## src/rtl/mem_arbiter_if.sv

```systemverilog
// mem_arbiter_if: cache request ports and single-ported RAM bus seen by mem_arbiter
interface mem_arbiter_if #(
  parameter int ADDR_W = 32,
  parameter int DATA_W = 32
);
  logic              iREN, iwait;
  logic [ADDR_W-1:0] iaddr;
  logic [DATA_W-1:0] iload;
  logic              dREN, dWEN, dwait;
  logic [ADDR_W-1:0] daddr;
  logic [DATA_W-1:0] dstore, dload;
  logic              ramREN, ramWEN;
  logic [ADDR_W-1:0] ramaddr;
  logic [DATA_W-1:0] ramstore, ramload;
  logic [1:0]        ramstate;
  modport slave (
    input  iREN, iaddr, dREN, dWEN, daddr, dstore, ramload, ramstate,
    output iwait, iload, dwait, dload, ramREN, ramWEN, ramaddr, ramstore
  );
  modport master (
    output iREN, iaddr, dREN, dWEN, daddr, dstore, ramload, ramstate,
    input  iwait, iload, dwait, dload, ramREN, ramWEN, ramaddr, ramstore
  );
endinterface

```

## src/rtl/mem_arbiter.sv

```systemverilog
// mem_arbiter: fair instruction/data arbiter driving a single-ported RAM with error and timeout handling
module mem_arbiter #(
  parameter int ADDR_W  = 32,
  parameter int DATA_W  = 32,
  parameter int TIMEOUT = 255
) (
  input  logic           CLK,
  input  logic           nRST,
  mem_arbiter_if.slave   bus,
  output logic           err,
  output logic           busy
);
  localparam int CW = $clog2(TIMEOUT + 1);
  typedef enum logic [1:0] {IDLE, DGRANT, IGRANT} state_t;
  state_t            state, next;
  logic              last_d, wr_q;
  logic [ADDR_W-1:0] addr_q;
  logic [DATA_W-1:0] data_q;
  logic [CW-1:0]     cnt;
  logic              dreq, own, acc, fail, done, grant_d;
  assign dreq    = bus.dREN | bus.dWEN;
  assign own     = state == DGRANT ? dreq : state == IGRANT ? bus.iREN : 1'b0;
  assign acc     = own && bus.ramstate == 2'd2;
  assign fail    = own && !acc && (bus.ramstate == 2'd3 || cnt == CW'(TIMEOUT - 1));
  assign done    = acc | fail;
  assign grant_d = dreq && (!bus.iREN || !last_d);
  assign busy         = state != IDLE;
  assign bus.ramREN   = busy && !wr_q;
  assign bus.ramWEN   = busy && wr_q;
  assign bus.ramaddr  = addr_q;
  assign bus.ramstore = data_q;
  assign bus.dwait    = !(state == DGRANT && done);
  assign bus.iwait    = !(state == IGRANT && done);
  assign bus.dload    = (state == DGRANT && acc && !wr_q) ? bus.ramload : '0;
  assign bus.iload    = (state == IGRANT && acc) ? bus.ramload : '0;
  always_comb begin
    next = state;
    if (state == IDLE) next = grant_d ? DGRANT : bus.iREN ? IGRANT : IDLE;
    else if (!own || done) next = IDLE;
  end
  always_ff @(posedge CLK, negedge nRST) begin
    if (!nRST) begin
      state  <= IDLE;
      last_d <= 1'b0;
      wr_q   <= 1'b0;
      addr_q <= '0;
      data_q <= '0;
      cnt    <= '0;
      err    <= 1'b0;
    end else begin
      state <= next;
      err   <= err | fail;
      cnt   <= (state == IDLE || next == IDLE) ? '0 : cnt + CW'(1);
      if (acc) last_d <= state == DGRANT;
      if (state == IDLE && grant_d) begin
        addr_q <= bus.daddr;
        data_q <= bus.dstore;
        wr_q   <= bus.dWEN;
      end else if (state == IDLE && bus.iREN) begin
        addr_q <= bus.iaddr;
        wr_q   <= 1'b0;
      end
    end
  end
endmodule

```

## src/flat_wrapper.sv

```systemverilog
// flat-port wrapper written by rule: the top's interface ports become plain ports
module mem_arbiter_flat 
#(
  parameter int ADDR_W  = 32,
  parameter int DATA_W  = 32,
  parameter int TIMEOUT = 255
)
  (CLK, nRST, err, busy, bus_iREN, bus_iaddr, bus_dREN, bus_dWEN, bus_daddr, bus_dstore, bus_ramload, bus_ramstate, bus_iwait, bus_iload, bus_dwait, bus_dload, bus_ramREN, bus_ramWEN, bus_ramaddr, bus_ramstore);
  mem_arbiter_if #(.ADDR_W(ADDR_W), .DATA_W(DATA_W)) bus_i ();
  input  logic CLK;
  input  logic nRST;
  output logic err;
  output logic busy;
  input wire logic [$bits(bus_i.iREN)-1:0] bus_iREN;
  input wire logic [$bits(bus_i.iaddr)-1:0] bus_iaddr;
  input wire logic [$bits(bus_i.dREN)-1:0] bus_dREN;
  input wire logic [$bits(bus_i.dWEN)-1:0] bus_dWEN;
  input wire logic [$bits(bus_i.daddr)-1:0] bus_daddr;
  input wire logic [$bits(bus_i.dstore)-1:0] bus_dstore;
  input wire logic [$bits(bus_i.ramload)-1:0] bus_ramload;
  input wire logic [$bits(bus_i.ramstate)-1:0] bus_ramstate;
  output wire logic [$bits(bus_i.iwait)-1:0] bus_iwait;
  output wire logic [$bits(bus_i.iload)-1:0] bus_iload;
  output wire logic [$bits(bus_i.dwait)-1:0] bus_dwait;
  output wire logic [$bits(bus_i.dload)-1:0] bus_dload;
  output wire logic [$bits(bus_i.ramREN)-1:0] bus_ramREN;
  output wire logic [$bits(bus_i.ramWEN)-1:0] bus_ramWEN;
  output wire logic [$bits(bus_i.ramaddr)-1:0] bus_ramaddr;
  output wire logic [$bits(bus_i.ramstore)-1:0] bus_ramstore;
  assign bus_i.iREN = bus_iREN;
  assign bus_i.iaddr = bus_iaddr;
  assign bus_i.dREN = bus_dREN;
  assign bus_i.dWEN = bus_dWEN;
  assign bus_i.daddr = bus_daddr;
  assign bus_i.dstore = bus_dstore;
  assign bus_i.ramload = bus_ramload;
  assign bus_i.ramstate = bus_ramstate;
  assign bus_iwait = bus_i.iwait;
  assign bus_iload = bus_i.iload;
  assign bus_dwait = bus_i.dwait;
  assign bus_dload = bus_i.dload;
  assign bus_ramREN = bus_i.ramREN;
  assign bus_ramWEN = bus_i.ramWEN;
  assign bus_ramaddr = bus_i.ramaddr;
  assign bus_ramstore = bus_i.ramstore;
  mem_arbiter #(.ADDR_W(ADDR_W), .DATA_W(DATA_W), .TIMEOUT(TIMEOUT)) u_core (.CLK(CLK), .nRST(nRST), .bus(bus_i), .err(err), .busy(busy));
endmodule
```

## config.mk

```make
export PLATFORM = sky130hd
export DESIGN_NAME = mem_arbiter_flat
export DESIGN_NICKNAME = d
export VERILOG_FILES = /design/src/rtl/mem_arbiter_if.sv /design/src/rtl/mem_arbiter.sv /design/src/flat_wrapper.sv
export SDC_FILE = /design/constraint.sdc
export NUM_CORES = 1
export LEC_CHECK = 0
export CAP_MARGIN = 10
export CORE_AREA = 2 2 103 105
export CTS_BUF_LIST = sky130_fd_sc_hd__clkbuf_4
export DETAILED_ROUTE_END_ITERATION = 8
export DIE_AREA = 0 0 105 107
export DONT_BUFFER_PORTS = 1
export PLACE_DENSITY_LB_ADDON = 0.12
export SLEW_MARGIN = 20
export SYNTH_ARGS = -nofsm -noshare
export SYNTH_HDL_FRONTEND = slang
export SYNTH_SLANG_ARGS = --single-unit
export TNS_END_PERCENT = 5
```

## constraint.sdc

```tcl
create_clock -name CLK -period 4.8 [get_ports CLK]
set_input_delay 0.72 -clock CLK [delete_from_list [all_inputs] [get_ports CLK]]
set_output_delay 0.72 -clock CLK [all_outputs]
set_load 0.01 [all_outputs]
```

### Word-level counts from Yosys, hierarchy flattened

Cells that the tools add are included.

* register bits after elaboration: 77
* bits in latches: 0
* RAM bits: 0
* ROM bits: 0
* word-level logic and storage cells: 57
* memories kept: 0

* add/subtract/negate cells: 1
* multiply operators: 0
* div/mod/pow operators: 0
* magnitude comparators: 0
* eq/ne operators: 5
* shift-type cells: 0
* muxes and demuxes: 13
* bitwise logic cells: 3
* reductions and logical operators: 28

Operator list (count)
* 32-bit two-way mux: 4
* 1-bit logical AND: 13
* 8-bit by 1-bit adder with 8-bit output, second input constant: 1
* 8-bit equality test, second input constant: 1
* 2-bit two-way mux: 4
* 8-bit two-way mux: 1
* 1-bit zero test: 7
* 2-bit equality test, second input constant: 3
* 2-bit zero test: 2
* 1-bit logical OR: 4
* 1-bit two-way mux: 4
* 2-bit nonzero test: 2
* 1-bit bitwise OR: 3
* 2-bit by 1-bit equality test with 1-bit output, second input constant: 1

### Longest topological paths before layout

* depth in word-level cells: 14
* depth in mapped cells: 6
* mapped depth without buffers: 6

### Least setup slack after synthesis

OpenSTA, ideal clock, no wires.

* path kind: in2out
* start: input bus_ramstate[0]
* end: output bus_dload[10]
* arrival time: 1596 ps
* required time: 4080 ps
* slack: 2484 ps
* stages on the path: 4
* path buffers: 1
* cell sequence: nand2b_1 -> a2111oi_4 -> buf_2 -> and2_1

* cells in the longest elaborated chain, start to end: 5

Ends and longest elaborated chain
* from (decl): line flat_wrapper.sv:21 `input wire logic [$bits(bus_i.ramstate)-1:0] bus_ramstate;`
* 2-bit equality test: line mem_arbiter.sv:23 `assign acc = own && bus.ramstate == 2'd2;`
* 1-bit logical AND: line mem_arbiter.sv:23
* 1-bit logical AND (2 in series): line mem_arbiter.sv:34 `assign bus.dload = (state == DGRANT && acc && !wr_q) ? bus.ramload : '0;`
* 32-bit two-way mux: line mem_arbiter.sv:34
* to (decl): line flat_wrapper.sv:25 `output wire logic [$bits(bus_i.dload)-1:0] bus_dload;`

No other way between the ends.

### Final worst setup path

* start: register u_core.state[1]
* end: output bus_dload[27]

* cells in the longest elaborated chain, start to end: 7
* elaborated cells between the ends (all ways): 8
* classes of those cells: eq/ne: 2; mux: 3; reduce/logical: 3

Ends and longest elaborated chain
* from (decl): line mem_arbiter.sv:15 `state_t state, next;`
* from (signal assigned): line mem_arbiter.sv:51 `state <= next;`
* 2-bit equality test: line mem_arbiter.sv:22 `assign own = state == DGRANT ? dreq : state == IGRANT ? bus.iREN : 1'b0;`
* 1-bit two-way mux (2 in series): line mem_arbiter.sv:22
* 1-bit logical AND: line mem_arbiter.sv:23
* 1-bit logical AND * (2 in series): line mem_arbiter.sv:34
* 32-bit two-way mux *: line mem_arbiter.sv:34

Mark *: on every way between the ends. The rest lies on a longest branch, timed or not.

==> summary.txt <==
Die Wd = 105 um
Synth cell types = 36
DRC = 0
fmax = 0.3493 GHz
Setup TNS = 0 ns
number of flops mapped to enable cells by yosys = 0
sequential share of the synthesized area = 53.31%
# nets final = 450
worst-margin pin slew = 0.7823 ns
synth warn = 0
clock tree buffer depth = 2
Area growth syn-to-layout = 8.446%
routed vias = 2,576
Crit Path Category = register to output port
status = completed
Syn Inst Count = 315
initial core utilization = 35.82%
Root Buffer = clkbuf_4
gp weighted congestion = 0.7014
Vias per Instance = 5.699
most common cell after layout, fill and taps aside = dfrtp_1
Net Count, Synth = 452
crit path launch = u_core.state[1]
initial antenna violation count = 1
period utilization = 59.64%
port buffer count = 0
CTS H-tree depth = 3
Worst Path Required = 4.08 ns
Post-DRT Antenna Nets = 0
first-pass GRT wire length = 13,700 um
leakage power = 0.001764 uW
Synth Register Bits = 77
Post-synth ARST share = 100.0%
Total GRT Usage = 16.41%
pwr dens = 634.0 nW/um2
Primary FF master, synth = dfrtp_1
mapped cell area = 3615 um2
global route overflow = 0
fin. max-slew vios = 0
wire per inst = 21.29 um
final setup violation count = 0
busiest grt layer = met2
post-detail-place hpwl = 7252 um
vias in the first global route = 2,462
final hold violations = 0
CP Capture Type = output port
drt pass-1 iters = 7
final wirelength = 9621 um
met1 usage = 16.12%
maximum VDD drop = 0.2807 mV
CTS tree = done
clock latency on the worst-skew pair = 0.42 ns
maxcap violations = 0
most frequent cells in the layout = 77 x dfrtp_1, 64 x and2_1, 36 x inv_1, 32 x a222oi_1, 27 x mux2_2
postcts setup bufs = 0
Slew headroom = 47.84%
Sink Count = 77
Syn Area/Cell = 11.48 um2
Crit Path Max Fanout = 23
largest net degree at the start of global routing = 78
total core area = 10,090 um2
Final Util = 38.84%
share of post-route cells with drive strength above 1 = 16.14%
WP data arrival = 2.14 ns
Die Y = 107 um
Hold Crit Class = primary input to async pin
crit start category = register
I/O pins = 269
DIE AREA = 11,240 um2
ANT cells = 0
num rows = 37
skew final = 0.01990 ns
RSZ-0062 raised after global routing = no
initial DRC count = 246
CTS clk-pin slew, worst paths = 0.13 ns
min Tclk post-route = 2.863 ns
met2 global-route usage = 29.96%
cts bufs inserted = 9
RR Startpoint = u_core.state[1]
met3 Use GR = 6.809%
==> registers in the layout, indices dropped and copies added, names as in the netlist <==
| register | cells |
|---|---|
| u_core.bus.ramaddr | 32 |
| u_core.bus.ramstore | 32 |
| u_core.cnt | 8 |
| u_core.state | 2 |
| u_core.err | 1 |
| u_core.last_d | 1 |
| u_core.wr_q | 1 |
==> cell usage after synthesis, types with 2 or more instances <==
cell / number / area (um2)
a2111oi_4: 2 / 55.05
a222oi_1: 32 / 320.3
and2_1: 64 / 400.4
buf_2: 8 / 40.04
clkbuf_1: 8 / 30.03
dfrtp_1: 77 / 1927
ha_1: 2 / 25.02
inv_1: 36 / 135.1
mux2_1: 6 / 67.56
mux2_2: 27 / 304.0
nand2_1: 5 / 18.77
nand2b_1: 3 / 18.77
nand3_1: 5 / 25.02
nand4_1: 2 / 12.51
nor2_1: 12 / 45.04
o21ai_0: 3 / 15.01
xnor2_1: 3 / 26.28
xor2_1: 2 / 17.52
==> worst paths after layout <==
path,end,slack (ns),depth (start not counted)
min reg2reg,u_core.cnt[0],0.52,1
min,u_core.bus.ramstore[30],0.18,1
min in group CLK,u_core.bus.ramaddr[18],0.42,2
max in group asynchronous,u_core.bus.ramaddr[13],4.31,1
max reg2reg,u_core.bus.ramaddr[8],2.75,4
max,bus_dload[27],1.94,4
==> what timing repair did <==
action,4_1_cts,5_1_grt
hold buffers,1,0
hold endpoints to repair,77,0
resized for setup,0,0
==> cell type report <==
type                       instances  area [um2]
clock buffer                       9       67.56
clock inverter                     5       77.57
fill                             996        6172
inverter                          36       135.1
multi-input combinational        183        1474
sequential                        77        1927
tap                              136       170.2
timing repair buffer               6       68.82
==> routing by layer <==
layer,routed length (um),up-vias
met1,3096,1266
li1,-,1100
met4,230,2
met3,1113,19
met5,13,-
met2,5168,189
==> cells by family (layout without fill, tap and decap cells) <==
family | after synthesis | count (layout) | synth area share [%]
buf+inv | 55 | 56 | 6.300
flops | 77 | 77 | 53.31
fa+ha+maj | 2 | 2 | 0.6922
simple gates | 97 | 97 | 15.51
compound gates | 46 | 46 | 12.70
xor+xnor | 5 | 5 | 1.212
mux | 33 | 33 | 10.28
==> critical path, stage by stage, from the launching register on <==
cell and delay, ns:
dfrtp_1 0.49, nand2b_1 0.23, a2111oi_4 0.56, buf_6 0.24, and2_1 0.20
==> stage by stage <==
stage / area (um2) / cells / power [uW] / hold WS, ns / setup slack (ns)
after floorplan: 3615 / 315 / 1884 / 0.4244 / 2.484
after global placement: 3736 / 436 / 2072 / 0.4258 / 1.988
after detailed placement: 3736 / 436 / 2081 / 0.4259 / 1.884
after CTS: 3909 / 451 / 2521 / 0.1649 / 1.571
after global routing: 3920 / 452 / 2654 / 0.1602 / 1.733
final: 3920 / 452 / 2485 / 0.1804 / 1.937
==> where the power goes <==
| group | switching (uW) | internal, uW |
|---|---|---|
| Combinational | 397 | 367 |
| Sequential | 360 | 941 |
| Clock | 216 | 204 |
| Total | 973 | 1510 |
No activity file was read; power rests on OpenSTA's default activity.
